$ cat src/rtl/framebuffer_scanout_if.sv
// rtl/framebuffer_scanout_if.sv - framebuffer port B read bus plus the video pixel stream
interface framebuffer_scanout_if #(
    parameter int PIXEL_WIDTH = 9,
    parameter int ADDR_WIDTH  = 11
);
    logic [ADDR_WIDTH-1:0]  fbAddress;
    logic [PIXEL_WIDTH-1:0] fbData;
    logic [PIXEL_WIDTH-1:0] pixel;
    logic                   hSync;
    logic                   vSync;
    logic                   dataEnable;
    logic                   frameStart;

    modport master (
        output fbAddress,
        input  fbData,
        output pixel,
        output hSync,
        output vSync,
        output dataEnable,
        output frameStart
    );

    modport slave (
        input  fbAddress,
        output fbData,
        input  pixel,
        input  hSync,
        input  vSync,
        input  dataEnable,
        input  frameStart
    );
endinterface

$ cat src/rtl/framebuffer_scanout.sv
// rtl/framebuffer_scanout.sv - raster timing plus SCALExSCALE upscaled framebuffer readout
// Optional SCANOUT_FRAME_COUNTER_EN adds frameCount and vBlank outputs.
module framebuffer_scanout #(
    parameter int PIXEL_WIDTH = 9,
    parameter int FB_W        = 40,
    parameter int FB_H        = 30,
    parameter int SCALE       = 16,
    parameter int H_ACTIVE    = 640,
    parameter int H_FRONT     = 16,
    parameter int H_SYNC      = 96,
    parameter int H_BACK      = 48,
    parameter int V_ACTIVE    = 480,
    parameter int V_FRONT     = 10,
    parameter int V_SYNC      = 2,
    parameter int V_BACK      = 33,
    parameter bit SYNC_ACTIVE = 1'b0
) (
    input  logic clk,
    input  logic resetN,
    input  logic enable,
    framebuffer_scanout_if.master video
`ifdef SCANOUT_FRAME_COUNTER_EN
    ,
    output logic [15:0] frameCount,
    output logic        vBlank
`endif
);
    localparam int H_TOTAL = H_ACTIVE + H_FRONT + H_SYNC + H_BACK;
    localparam int V_TOTAL = V_ACTIVE + V_FRONT + V_SYNC + V_BACK;
    localparam int AW = $clog2(FB_W * FB_H);
    localparam int HW = $clog2(H_TOTAL);
    localparam int VW = $clog2(V_TOTAL);
    localparam int SW = (SCALE > 1) ? $clog2(SCALE) : 1;

    localparam logic [HW-1:0] H_ACT   = HW'(H_ACTIVE);
    localparam logic [HW-1:0] H_HS0   = HW'(H_ACTIVE + H_FRONT);
    localparam logic [HW-1:0] H_HS1   = HW'(H_ACTIVE + H_FRONT + H_SYNC);
    localparam logic [HW-1:0] H_LAST  = HW'(H_TOTAL - 1);
    localparam logic [VW-1:0] V_ACT   = VW'(V_ACTIVE);
    localparam logic [VW-1:0] V_ALAST = VW'(V_ACTIVE - 1);
    localparam logic [VW-1:0] V_VS0   = VW'(V_ACTIVE + V_FRONT);
    localparam logic [VW-1:0] V_VS1   = VW'(V_ACTIVE + V_FRONT + V_SYNC);
    localparam logic [VW-1:0] V_LAST  = VW'(V_TOTAL - 1);
    localparam logic [SW-1:0] S_LAST  = SW'(SCALE - 1);
    localparam logic [AW-1:0] FB_W_C  = AW'(FB_W);
    localparam logic [AW-1:0] X_LAST  = AW'(FB_W - 1);

    if (H_ACTIVE != FB_W * SCALE) begin : g_hCheck
        $error("framebuffer_scanout: H_ACTIVE must equal FB_W*SCALE");
    end
    if (V_ACTIVE != FB_H * SCALE) begin : g_vCheck
        $error("framebuffer_scanout: V_ACTIVE must equal FB_H*SCALE");
    end

    logic [HW-1:0] hCount;
    logic [VW-1:0] vCount;
    logic [SW-1:0] subX, subY;
    logic [AW-1:0] fbX, rowBase;

    logic hWrap, vWrap, active, hs, vs, first;
    always_comb begin
        hWrap  = (hCount == H_LAST);
        vWrap  = (vCount == V_LAST);
        active = (hCount < H_ACT) && (vCount < V_ACT);
        hs     = (hCount >= H_HS0) && (hCount < H_HS1);
        vs     = (vCount >= V_VS0) && (vCount < V_VS1);
        first  = (hCount == '0) && (vCount == '0);
    end

    // fbX and rowBase never step past the last column/row, so the
    // address stays inside the framebuffer even through blanking.
    always_ff @(posedge clk or negedge resetN) begin
        if (!resetN) begin
            hCount  <= '0;
            vCount  <= '0;
            subX    <= '0;
            subY    <= '0;
            fbX     <= '0;
            rowBase <= '0;
        end else begin
            hCount <= hWrap ? '0 : hCount + 1'b1;
            if (hWrap) begin
                vCount <= vWrap ? '0 : vCount + 1'b1;
                fbX    <= '0;
                subX   <= '0;
                if (vWrap) begin
                    rowBase <= '0;
                    subY    <= '0;
                end else if (vCount < V_ACT) begin
                    if (subY == S_LAST) begin
                        subY <= '0;
                        if (vCount != V_ALAST) rowBase <= rowBase + FB_W_C;
                    end else begin
                        subY <= subY + 1'b1;
                    end
                end
            end else if (active) begin
                if (subX == S_LAST) begin
                    subX <= '0;
                    if (fbX != X_LAST) fbX <= fbX + 1'b1;
                end else begin
                    subX <= subX + 1'b1;
                end
            end
        end
    end

    assign video.fbAddress = rowBase + fbX;

    // Stage 1 tracks the framebuffer's registered read; stage 2 is the output.
    logic act1, hs1, vs1, fs1;
    logic [PIXEL_WIDTH-1:0] pixelReg;
    logic hSyncReg, vSyncReg, deReg, fsReg;

    always_ff @(posedge clk or negedge resetN) begin
        if (!resetN) begin
            act1     <= 1'b0;
            hs1      <= 1'b0;
            vs1      <= 1'b0;
            fs1      <= 1'b0;
            pixelReg <= '0;
            hSyncReg <= ~SYNC_ACTIVE;
            vSyncReg <= ~SYNC_ACTIVE;
            deReg    <= 1'b0;
            fsReg    <= 1'b0;
        end else begin
            act1     <= active;
            hs1      <= hs;
            vs1      <= vs;
            fs1      <= first;
            pixelReg <= (act1 && enable) ? video.fbData : '0;
            hSyncReg <= hs1 ? SYNC_ACTIVE : ~SYNC_ACTIVE;
            vSyncReg <= vs1 ? SYNC_ACTIVE : ~SYNC_ACTIVE;
            deReg    <= act1 && enable;
            fsReg    <= fs1;
        end
    end

    assign video.pixel      = pixelReg;
    assign video.hSync      = hSyncReg;
    assign video.vSync      = vSyncReg;
    assign video.dataEnable = deReg;
    assign video.frameStart = fsReg;

`ifdef SCANOUT_FRAME_COUNTER_EN
    logic vb1;
    always_ff @(posedge clk or negedge resetN) begin
        if (!resetN) begin
            vb1        <= 1'b0;
            vBlank     <= 1'b0;
            frameCount <= '0;
        end else begin
            vb1    <= (vCount >= V_ACT);
            vBlank <= vb1;
            if (fs1) frameCount <= frameCount + 16'd1;
        end
    end
`endif
endmodule

$ cat src/flat_wrapper.sv
// flat-port wrapper written by rule: the top's interface ports become plain ports
module framebuffer_scanout_flat 
#(
    parameter int PIXEL_WIDTH = 9,
    parameter int FB_W        = 40,
    parameter int FB_H        = 30,
    parameter int SCALE       = 16,
    parameter int H_ACTIVE    = 640,
    parameter int H_FRONT     = 16,
    parameter int H_SYNC      = 96,
    parameter int H_BACK      = 48,
    parameter int V_ACTIVE    = 480,
    parameter int V_FRONT     = 10,
    parameter int V_SYNC      = 2,
    parameter int V_BACK      = 33,
    parameter bit SYNC_ACTIVE = 1'b0
)
  (clk, resetN, enable, video_fbAddress, video_fbData, video_pixel, video_hSync, video_vSync, video_dataEnable, video_frameStart);
  framebuffer_scanout_if #(.PIXEL_WIDTH(PIXEL_WIDTH), .ADDR_WIDTH(3)) video_i ();
  input  logic clk;
  input  logic resetN;
  input  logic enable;
  output wire logic [$bits(video_i.fbAddress)-1:0] video_fbAddress;
  input wire logic [$bits(video_i.fbData)-1:0] video_fbData;
  output wire logic [$bits(video_i.pixel)-1:0] video_pixel;
  output wire logic [$bits(video_i.hSync)-1:0] video_hSync;
  output wire logic [$bits(video_i.vSync)-1:0] video_vSync;
  output wire logic [$bits(video_i.dataEnable)-1:0] video_dataEnable;
  output wire logic [$bits(video_i.frameStart)-1:0] video_frameStart;
  assign video_fbAddress = video_i.fbAddress;
  assign video_i.fbData = video_fbData;
  assign video_pixel = video_i.pixel;
  assign video_hSync = video_i.hSync;
  assign video_vSync = video_i.vSync;
  assign video_dataEnable = video_i.dataEnable;
  assign video_frameStart = video_i.frameStart;
  framebuffer_scanout #(.PIXEL_WIDTH(PIXEL_WIDTH), .FB_W(FB_W), .FB_H(FB_H), .SCALE(SCALE), .H_ACTIVE(H_ACTIVE), .H_FRONT(H_FRONT), .H_SYNC(H_SYNC), .H_BACK(H_BACK), .V_ACTIVE(V_ACTIVE), .V_FRONT(V_FRONT), .V_SYNC(V_SYNC), .V_BACK(V_BACK), .SYNC_ACTIVE(SYNC_ACTIVE)) u_core (.clk(clk), .resetN(resetN), .enable(enable), .video(video_i));
endmodule
$ cat config.mk
export PLATFORM = sky130hd
export DESIGN_NAME = framebuffer_scanout_flat
export DESIGN_NICKNAME = d
export VERILOG_FILES = /design/src/rtl/framebuffer_scanout_if.sv /design/src/rtl/framebuffer_scanout.sv /design/src/flat_wrapper.sv
export SDC_FILE = /design/constraint.sdc
export NUM_CORES = 1
export LEC_CHECK = 0
export BUFFER_PORTS_ARGS = -buffer_cell sky130_fd_sc_hd__buf_4
export CORE_UTILIZATION = 45
export CTS_CLUSTER_DIAMETER = 150
export DETAILED_ROUTE_END_ITERATION = 16
export PLACE_DENSITY = 0.72
export SYNTH_ARGS = -nofsm -noshare
export SYNTH_HDL_FRONTEND = slang
export SYNTH_SLANG_ARGS = --single-unit
export TNS_END_PERCENT = 5
$ cat constraint.sdc
create_clock -name clk -period 2.1 [get_ports clk]
set_clock_uncertainty 0.05 [all_clocks]
set_input_delay 0.42 -clock clk [delete_from_list [all_inputs] [get_ports clk]]
set_output_delay 0.42 -clock clk [all_outputs]
set_load 0.03 [all_outputs]
## Word level (Yosys, flattened, before mapping)

Index checks and enable logic that the tools add are counted.

- Order comparisons: 6
- Mux-type cells: 19
- Eq/ne operators: 6
- Reduce and logical (&&, ||, !) cells: 16
- Add/sub/neg operators: 7

Operators by type and width:

| operator | number |
|---|---|
| 11-bit 2-to-1 mux | 8 |
| 4-bit 2-to-1 mux | 6 |
| 10-bit by 1-bit adder with 10-bit output, second input constant | 2 |
| 10-bit equality test, second input constant | 2 |
| 10-bit logical NOT | 2 |
| 10-bit < comparator, second input constant | 2 |
| 10-bit by 9-bit < comparator with 1-bit output, second input constant | 2 |
| 10-bit 2-to-1 mux | 2 |
| 2-bit nonzero test | 6 |
| 11-bit by 1-bit adder with 11-bit output, second input constant | 1 |
| 11-bit by 6-bit adder with 11-bit output, second input constant | 1 |
| 11-bit by 6-bit inequality test with 1-bit output, second input constant | 1 |
| 10-bit greater-or-equal comparator, second input constant | 1 |
| 10-bit by 9-bit greater-or-equal comparator with 1-bit output, second input constant | 1 |
| 10-bit by 9-bit inequality test with 1-bit output, second input constant | 1 |
| 9-bit 2-to-1 mux | 1 |
| 4-bit by 1-bit adder with 4-bit output, second input constant | 2 |
| 4-bit equality test, second input constant | 2 |
| 1-bit logical AND | 5 |
| 4-bit AND reduction | 1 |
| 3-bit adder | 1 |
| 3-bit AND reduction | 1 |
| 1-bit 2-to-1 mux | 2 |
| 2-bit AND reduction | 1 |

- Flip-flop bits (word level): 67
- Output and inout port bits: 16
- Input port bits: 12

## Depth between registers and ports, before layout

Gate-level depths: netlist of run 1.

- Depth in word-level cells: 5
- Depth in mapped cells: 6

## Least setup slack after synthesis of run 1

Ideal clock, no wire load.

- Kind: reg-to-reg
- Start point: reg u_core.subX[0]
- End point: reg u_core.fbX[10]
- Path slack: 0.456 ns
- Arrival: 1.521 ns
- Cell stages (with the launch flop): 6
- Path through: dfrtp_1 -> ha_1 -> nand4b_4 -> nand4b_4 -> or4_4 -> a21oi_2

- Word-level cells in the longest chain between the ends: 3

RTL lines:

| item | RTL line | text |
|---|---|---|
| from (decl) | framebuffer_scanout.sv:57 | `logic [SW-1:0] subX, subY;` |
| from (signal assigned) | framebuffer_scanout.sv:102 | `subX <= subX + 1'b1;` |
| 4-bit equality test | framebuffer_scanout.sv:98 | `if (subX == S_LAST) begin` |
| 2-bit nonzero test (no line) | - |  |
| 3-bit AND reduction (no line) | - |  |
| to (signal assigned) | framebuffer_scanout.sv:100 | `if (fbX != X_LAST) fbX <= fbX + 1'b1;` |
| to (decl) | framebuffer_scanout.sv:58 | `logic [AW-1:0] fbX, rowBase;` |

No other way between the ends.
A chain may end at the register's enable or synchronous reset.

## Worst setup path in the final report of run 1

- Start point: reg u_core.hCount[0]
- End point: reg u_core.vCount[2]

- Word-level cells in the longest chain between the ends: 1

RTL lines:

| item | RTL line | text |
|---|---|---|
| from (decl) | framebuffer_scanout.sv:55 | `logic [HW-1:0] hCount;` |
| from (signal assigned) | framebuffer_scanout.sv:81 | `hCount <= hWrap ? '0 : hCount + 1'b1;` |
| 10-bit equality test | framebuffer_scanout.sv:62 | `hWrap = (hCount == H_LAST);` |
| to (signal assigned) | framebuffer_scanout.sv:83 | `vCount <= vWrap ? '0 : vCount + 1'b1;` |
| to (decl) | framebuffer_scanout.sv:56 | `logic [VW-1:0] vCount;` |

No other way between the ends.

==> out/metrics.cfg, run 1 <==
[clocking]
cts_max_level=2
clkSlewWorstSetupHoldPaths_ps=90
cts_made_buffers=5
cts.sinks=52
post_cts_hold_buffer_count=0
clock_tree_from_tritoncts=done
clk_path_buf_depth=2
postCtsSetupRepairBufs=0
clk-insertion-delay-late_ps=300
cts_root_buffer=sky130_fd_sc_hd__clkbuf_8
cts_repair_resize_count=0

[timing]
holdWs_ps=80.75
timing.final.hold_violations=0
timing.slew.headroom_pct=58.00
timing.final.crit_share_pct=91.97
final.min_clock_period_ps=1931
final-max-slew-violation-count=0
rsz0062_at_grt=no
max_freq_mhz=517.8
post-route-worst-setup-slack_ps=168.6
fin_tns_setup_ps=0
setup_viol=0
transition_time_at_the_pin_with_the_least_slew_margin_ps=630.1

[synthesis]
synth.top_cells.by_area=sky130_fd_sc_hd__dfrtp_1 49%, sky130_fd_sc_hd__ha_1 3.4%, sky130_fd_sc_hd__nand3_1 3.3%
synthesis.yosys.warnings=0
syn-cell-area_mm2=0.002560
netlist-cell-type-count=48
synth_seq_area_share_pct=50.93
post_synth_inst_count=239
async_flop_share_pct=100.0
yosys.area.top_type_share_pct=48.88
synthesized_netlist_net_count=258
postSynth.topFlopCell=sky130_fd_sc_hd__dfrtp_1
synth_area_per_cell_um2=10.71
synth_most_common_cell=sky130_fd_sc_hd__dfrtp_1
synthTopCellsByCount=50 x sky130_fd_sc_hd__dfrtp_1, 17 x sky130_fd_sc_hd__nand2_1, 17 x sky130_fd_sc_hd__nand3_1
synth-seq-cells=52
synth-edff-count=0
synthDominantAreaCellType=sky130_fd_sc_hd__dfrtp_1

[global_routing]
pin_count_of_the_biggest_net_entering_global_routing=53
grt_antenna_before_repair=0
grt_pass1_vias=1778
first_pass_grt_wire_length_um=8217
total_global_route_track_usage_pct=17.10
global_route.overflow_total=0

[floorplan]
core_region_area_mm2=0.005507
start_util_pct=46.49
fp.dieW_um=77.43
die_height_um=77.43
design.die.area_mm2=0.005995
fp-row-count=27
io_pins=28

[drt]
route.antenna.remaining_nets=0
routed_wire_length_per_instance_um=13.51
drt_iter0_drc=69
wl_um=4593
ratio_of_routed_vias_to_standard_cells=5.485
first_pass_iters=4
post-route-drc-count=0
vias=1865

[pwr]
power.static_leakage_nw=1.348
p_int_mw=1.311
clkPwrFrac_pct=35.0
power.sequential.fraction_pct=59.9
power.combinational.fraction_pct=5.1
power.share.switching_pct=22.47
p_switching_uw=379.8
max-vdd-ir-drop_mv=0.3017
power_density_mw_per_mm2=582.1

[finish]
syn_to_final_growth_pct=13.44
layout.nets=286
n_fill_cell=507
share_of_final_layout_standard_cells_stronger_than_drive_strength_1_pct=20.15
antenna_cells=0
post-route-cell-area_mm2=0.002904
layout.core_utilization_pct=52.74

[worst_setup_path]
cp-start-kind=flip-flop
capturing_instance_or_port_of_the_critical_path=u_core.vCount[2]
crit_fanout=8
critical_path_buf_inv_count=1
critical-path-slowest-cell=sky130_fd_sc_hd__dfrtp_1
path_class=reg -> reg
timing.critical_path.cells=ha_1 -> and4_1 -> nand3_1 -> buf_4 -> o21ai_0 -> o21ai_0
path_delay_family=simple AND/OR/NAND/NOR gates
timing.rr.end=u_core.vCount[2]
ff2ff_path_depth=6
critPathCaptureType=flip-flop
reg2reg_setup_slack_ps=170
setup.worst_path.start=u_core.hCount[0]
crit-reg2reg-launch=u_core.hCount[0]
cpPeakStageDelay_ps=410
timing.critical_path.required_ps=2230
critical_path_depth=6
crit_path_frequent_cell=sky130_fd_sc_hd__o21ai_0
arrival_ps=2060

[place]
place.detailed.hpwl_um=3262
postPlaceCellArea_mm2=0.002806
buffer_ports.inserted=27
pre_cts_ws_ps=226.1
place_congestion=0.8451

[job]
cap_violations=0

[run_status]
status=finished, final reports clean

[hold_path]
hold_class=in -> async

## sequential cells by signal, summed over array words and instances, names as in the netlist, 4 cells and up
signal,count
u_core.fbX,11
u_core.video.pixel,9
u_core.hCount,10
u_core.vCount,10
u_core.subX,4
## power by group through the flow
stage | sequential (mW) | clock, mW | combinational, mW
after floorplan | 1.05 | 0 | 0.0132
after global routing | 1.01 | 0.661 | 0.0956
after global placement | 1.03 | 0 | 0.0884
after CTS | 1.01 | 0.614 | 0.0895
after detailed placement | 1.03 | 0 | 0.0893
final | 1.01 | 0.591 | 0.0868
## cells by family after synthesis
logic type      count (synthesis)  synth area share [%]
mux                             3                 1.173
compound gates                 41                 10.02
simple gates                  106                 26.59
xor+xnor                       10                 3.422
flops                          52                 50.93
fa+ha+maj                       7                 3.421
buf+inv                        19                 4.301
other cells                     1                0.1465
## worst min-delay path by stage
stage / startpoint / depth (start not counted) / slack [ps] / to
after global routing: resetN / 1 / 130 / u_core.vCount[4]
after detailed placement: u_core.fs1 / 0 / 280 / u_core.video.frameStart
after global placement: u_core.fs1 / 0 / 280 / u_core.video.frameStart
final: resetN / 1 / 80 / u_core.video.frameStart
after floorplan: resetN / 0 / 70 / u_core.act1
after CTS: resetN / 1 / 110 / u_core.vCount[0]
## placed cells by master (no fill, tap or decap), types with 4 or more instances in the layout
cell type                   n
sky130_fd_sc_hd__clkbuf_8   6
sky130_fd_sc_hd__nor2_1    11
sky130_fd_sc_hd__a21oi_1    9
sky130_fd_sc_hd__buf_4     31
sky130_fd_sc_hd__nand3_1   17
sky130_fd_sc_hd__or3_1      7
sky130_fd_sc_hd__and3_1    12
sky130_fd_sc_hd__dfrtp_1   50
sky130_fd_sc_hd__inv_1      9
sky130_fd_sc_hd__a31oi_1    4
sky130_fd_sc_hd__xor2_1     7
sky130_fd_sc_hd__nor4_1     4
sky130_fd_sc_hd__nand2_1   17
sky130_fd_sc_hd__o31ai_1    4
sky130_fd_sc_hd__and2_1     4
sky130_fd_sc_hd__nor3_1     5
sky130_fd_sc_hd__nand4_1    9
sky130_fd_sc_hd__ha_1       7
sky130_fd_sc_hd__o21ai_0   14
## per-layer routing
| metal | part of all wire, % | vias to the layer above | GRT usage, % |
|---|---|---|---|
| li1 | - | 925 | - |
| met1 | 49 | 881 | 23.18 |
| met2 | 45 | 55 | 27.17 |
| met3 | 4.7 | 4 | 3.647 |
| met4 | 1.1 | 0 | 5.660 |
| met5 | 0 | - | 0 |
## metrics by stage
| step | cells | total power, mW |
|---|---|---|
| after CTS | 340 | 1.717 |
| after floorplan | 239 | 1.067 |
| after global placement | 332 | 1.121 |
| after global routing | 340 | 1.770 |
| after detailed placement | 332 | 1.122 |
| final | 340 | 1.690 |
## layout make-up
class,count,area (um^2),area share (%)
Tap cell,72,90.09,3.102
Clock inverter,2,15.01,0.5170
Timing Repair Buffer,31,232.7,8.014
Clock buffer,6,82.58,2.844
Multi-Input combinational cell,168,1146,39.47
Sequential cell,52,1304,44.89
Inverter,9,33.78,1.163
Note: power is estimated with default switching activity, not from simulation.
==> run 2, diff against run 1 <==
--- a/config.mk
+++ b/config.mk
@@ -6,6 +6,7 @@
 export NUM_CORES = 1
 export LEC_CHECK = 0
 export BUFFER_PORTS_ARGS = -buffer_cell sky130_fd_sc_hd__buf_4
+export CORE_MARGIN = 10
 export CORE_UTILIZATION = 45
 export CTS_CLUSTER_DIAMETER = 150
 export DETAILED_ROUTE_END_ITERATION = 16
==> out/metrics.cfg, run 2 (synthesis gave the netlist of run 1 again) <==
[run_status]
status=finished, final reports clean  ; unchanged

[place]
postPlaceCellArea_mm2=0.002791  ; was 0.002806 mm^2
place_congestion=0.8179  ; was 0.8451
buffer_ports.inserted=27  ; unchanged
place.detailed.hpwl_um=3485  ; was 3262 um

[timing]
setup_viol=0  ; unchanged
rsz0062_at_grt=no  ; unchanged
max_freq_mhz=526.8  ; was 517.8 MHz
timing.final.hold_violations=0  ; unchanged
final.min_clock_period_ps=1898  ; was 1931 ps
holdWs_ps=83.82  ; was 80.75 ps
final-max-slew-violation-count=0  ; unchanged
timing.final.crit_share_pct=90.39  ; was 91.97%
transition_time_at_the_pin_with_the_least_slew_margin_ps=628.8  ; was 630.1 ps
fin_tns_setup_ps=0  ; unchanged
timing.slew.headroom_pct=58.08  ; was 58.00%

[worst_setup_path]
critPathCaptureType=flip-flop  ; unchanged
path_delay_family=simple AND/OR/NAND/NOR gates  ; unchanged
crit_fanout=8  ; unchanged
critical-path-slowest-cell=sky130_fd_sc_hd__dfrtp_1  ; unchanged
crit-reg2reg-launch=u_core.hCount[0]  ; unchanged
ff2ff_path_depth=5  ; was 6
path_class=reg -> reg  ; unchanged
cp-start-kind=flip-flop  ; unchanged
critical_path_buf_inv_count=1  ; unchanged
arrival_ps=2050  ; was 2060 ps
cpPeakStageDelay_ps=420  ; was 410 ps
timing.critical_path.required_ps=2250  ; was 2230 ps
timing.rr.end=u_core.subX[3]  ; was u_core.vCount[2]
timing.critical_path.cells=ha_1 -> and4_1 -> nand3_1 -> buf_4 -> a32o_1  ; was ha_1 -> and4_1 -> nand3_1 -> buf_4 -> o21ai_0 -> o21ai_0
reg2reg_setup_slack_ps=200  ; was 170 ps

[global_routing]
pin_count_of_the_biggest_net_entering_global_routing=53  ; unchanged
grt_antenna_before_repair=0  ; unchanged
first_pass_grt_wire_length_um=8500  ; was 8217 um
global_route.overflow_total=0  ; unchanged
grt_pass1_vias=1811  ; was 1778
total_global_route_track_usage_pct=11.42  ; was 17.10%

[finish]
mostFrequentLayoutCell=sky130_fd_sc_hd__dfrtp_1  ; unchanged
n_fill_cell=495  ; was 507
largest_register_ffs=11  ; unchanged
post-route-cell-area_mm2=0.002904  ; unchanged
layout.nets=284  ; was 286
largest_registers=u_core.fbX (11), u_core.hCount (10), u_core.vCount (10)  ; unchanged
most-common-layout-cells=50 x sky130_fd_sc_hd__dfrtp_1, 29 x sky130_fd_sc_hd__buf_4, 17 x sky130_fd_sc_hd__nand3_1, 17 x sky130_fd_sc_hd__nand2_1, 14 x sky130_fd_sc_hd__o21ai_0  ; was 50 x sky130_fd_sc_hd__dfrtp_1, 31 x sky130_fd_sc_hd__buf_4, 17 x sky130_fd_sc_hd__nand3_1, 17 x sky130_fd_sc_hd__nand2_1, 14 x sky130_fd_sc_hd__o21ai_0
antenna_cells=0  ; unchanged
share_of_final_layout_standard_cells_stronger_than_drive_strength_1_pct=19.92  ; was 20.15%
syn_to_final_growth_pct=13.44  ; unchanged
top_register=u_core.fbX  ; unchanged

[clocking]
cts_made_buffers=5  ; unchanged
clk_path_buf_depth=2  ; unchanged
cts_root_buffer=sky130_fd_sc_hd__clkbuf_8  ; unchanged
cts.sinks=52  ; unchanged
clk-insertion-delay-late_ps=300  ; about the same
clkSlewWorstSetupHoldPaths_ps=100  ; was 90 ps
clock_tree_from_tritoncts=done  ; unchanged
postCtsSetupRepairBufs=0  ; unchanged
cts_max_level=2  ; unchanged

[floorplan]
io_pins=28  ; unchanged
design.die.area_mm2=0.009106  ; was 0.005995 mm^2
fp.dieW_um=95.43  ; was 77.43 um
core_region_area_mm2=0.005507  ; unchanged
fp-row-count=27  ; unchanged
die_height_um=95.43  ; was 77.43 um
start_util_pct=46.49  ; unchanged

[drt]
drt_iter0_drc=101  ; was 69
route.antenna.remaining_nets=0  ; unchanged
post-route-drc-count=0  ; unchanged
vias=1872  ; was 1865
ratio_of_routed_vias_to_standard_cells=5.538  ; was 5.485
routed_wire_length_per_instance_um=14.49  ; was 13.51 um
first_pass_iters=4  ; unchanged
wl_um=4897  ; was 4593 um

[hold_path]
hold_class=in -> async  ; unchanged

[pwr]
power.static_leakage_nw=1.349  ; was 1.348 nW
max-vdd-ir-drop_mv=0.2511  ; was 0.3017 mV
power_density_mw_per_mm2=611.7  ; was 582.1 mW/mm^2

[job]
cap_violations=0  ; unchanged

-- run 2: cell count changes in the layout (fill, tap and decap cells not counted), sizes merged --
cell	before	now
bufinv	0	1
clkbuf	6	5
buf	31	29
clkinv	0	1
clkinvlp	2	1
-- run 2: how the worst max path moves through the flow --
stage | start | endpoint | cells past startpoint
2_1_floorplan | u_core.subX[0] | u_core.fbX[10] | 5
3_3_place_gp | u_core.hCount[0] | u_core.vCount[9] | 5
3_5_place_dp | u_core.hCount[0] | u_core.vCount[9] | 5
4_1_cts | u_core.hCount[0] | u_core.vCount[9] | 5
5_1_grt | u_core.subX[0] | u_core.fbX[5] | 5
6_report | u_core.hCount[0] | u_core.subX[3] | 5
-- run 2: final cells by class --
type                            count  area [um^2]  area share [%]
Clock buffer                        5        68.82           2.370
Clock inverter                      3        42.54           1.465
Inverter                            9        33.78           1.163
Multi-Input combinational cell    168         1147           39.51
Sequential cell                    52         1304           44.89
Tap cell                           72        90.09           3.102
Timing Repair Buffer               29        217.7           7.497
-- run 2: layer usage --
layer	track usage [%]	wire length, um	vias up	share of wire (%)
li1	-	-	919	-
met1	14.84	2291	900	47
met2	17.73	2157	48	44
met3	3.299	384	5	7.8
met4	4.177	64	0	1.3
met5	0	0	-	0
-- run 2: repair_timing --
item	4_1_cts	5_1_grt
gates resized for setup	0	1
endpoints found under the setup margin	0	1
hold buffers	0	0
-- run 2: metrics by stage --
step | std cells | util, % | power (mW) | setup slack (ps)
after global placement | 330 | 50.69 | 1.122 | 262.7
after CTS | 338 | 52.72 | 1.798 | 189.2
after global routing | 338 | 52.74 | 1.843 | 16.99
final | 338 | 52.74 | 1.776 | 201.7
after detailed placement | 330 | 50.69 | 1.124 | 209.7
after floorplan | 239 | - | 1.067 | 456.2
-- run 2: report_power, final --
group          internal, mW  switching [mW]  leakage (nW)
clock                 0.353           0.323        0.0541
sequential             1.01         0.00234         0.674
combinational        0.0334          0.0548         0.621
total                  1.40           0.380          1.35
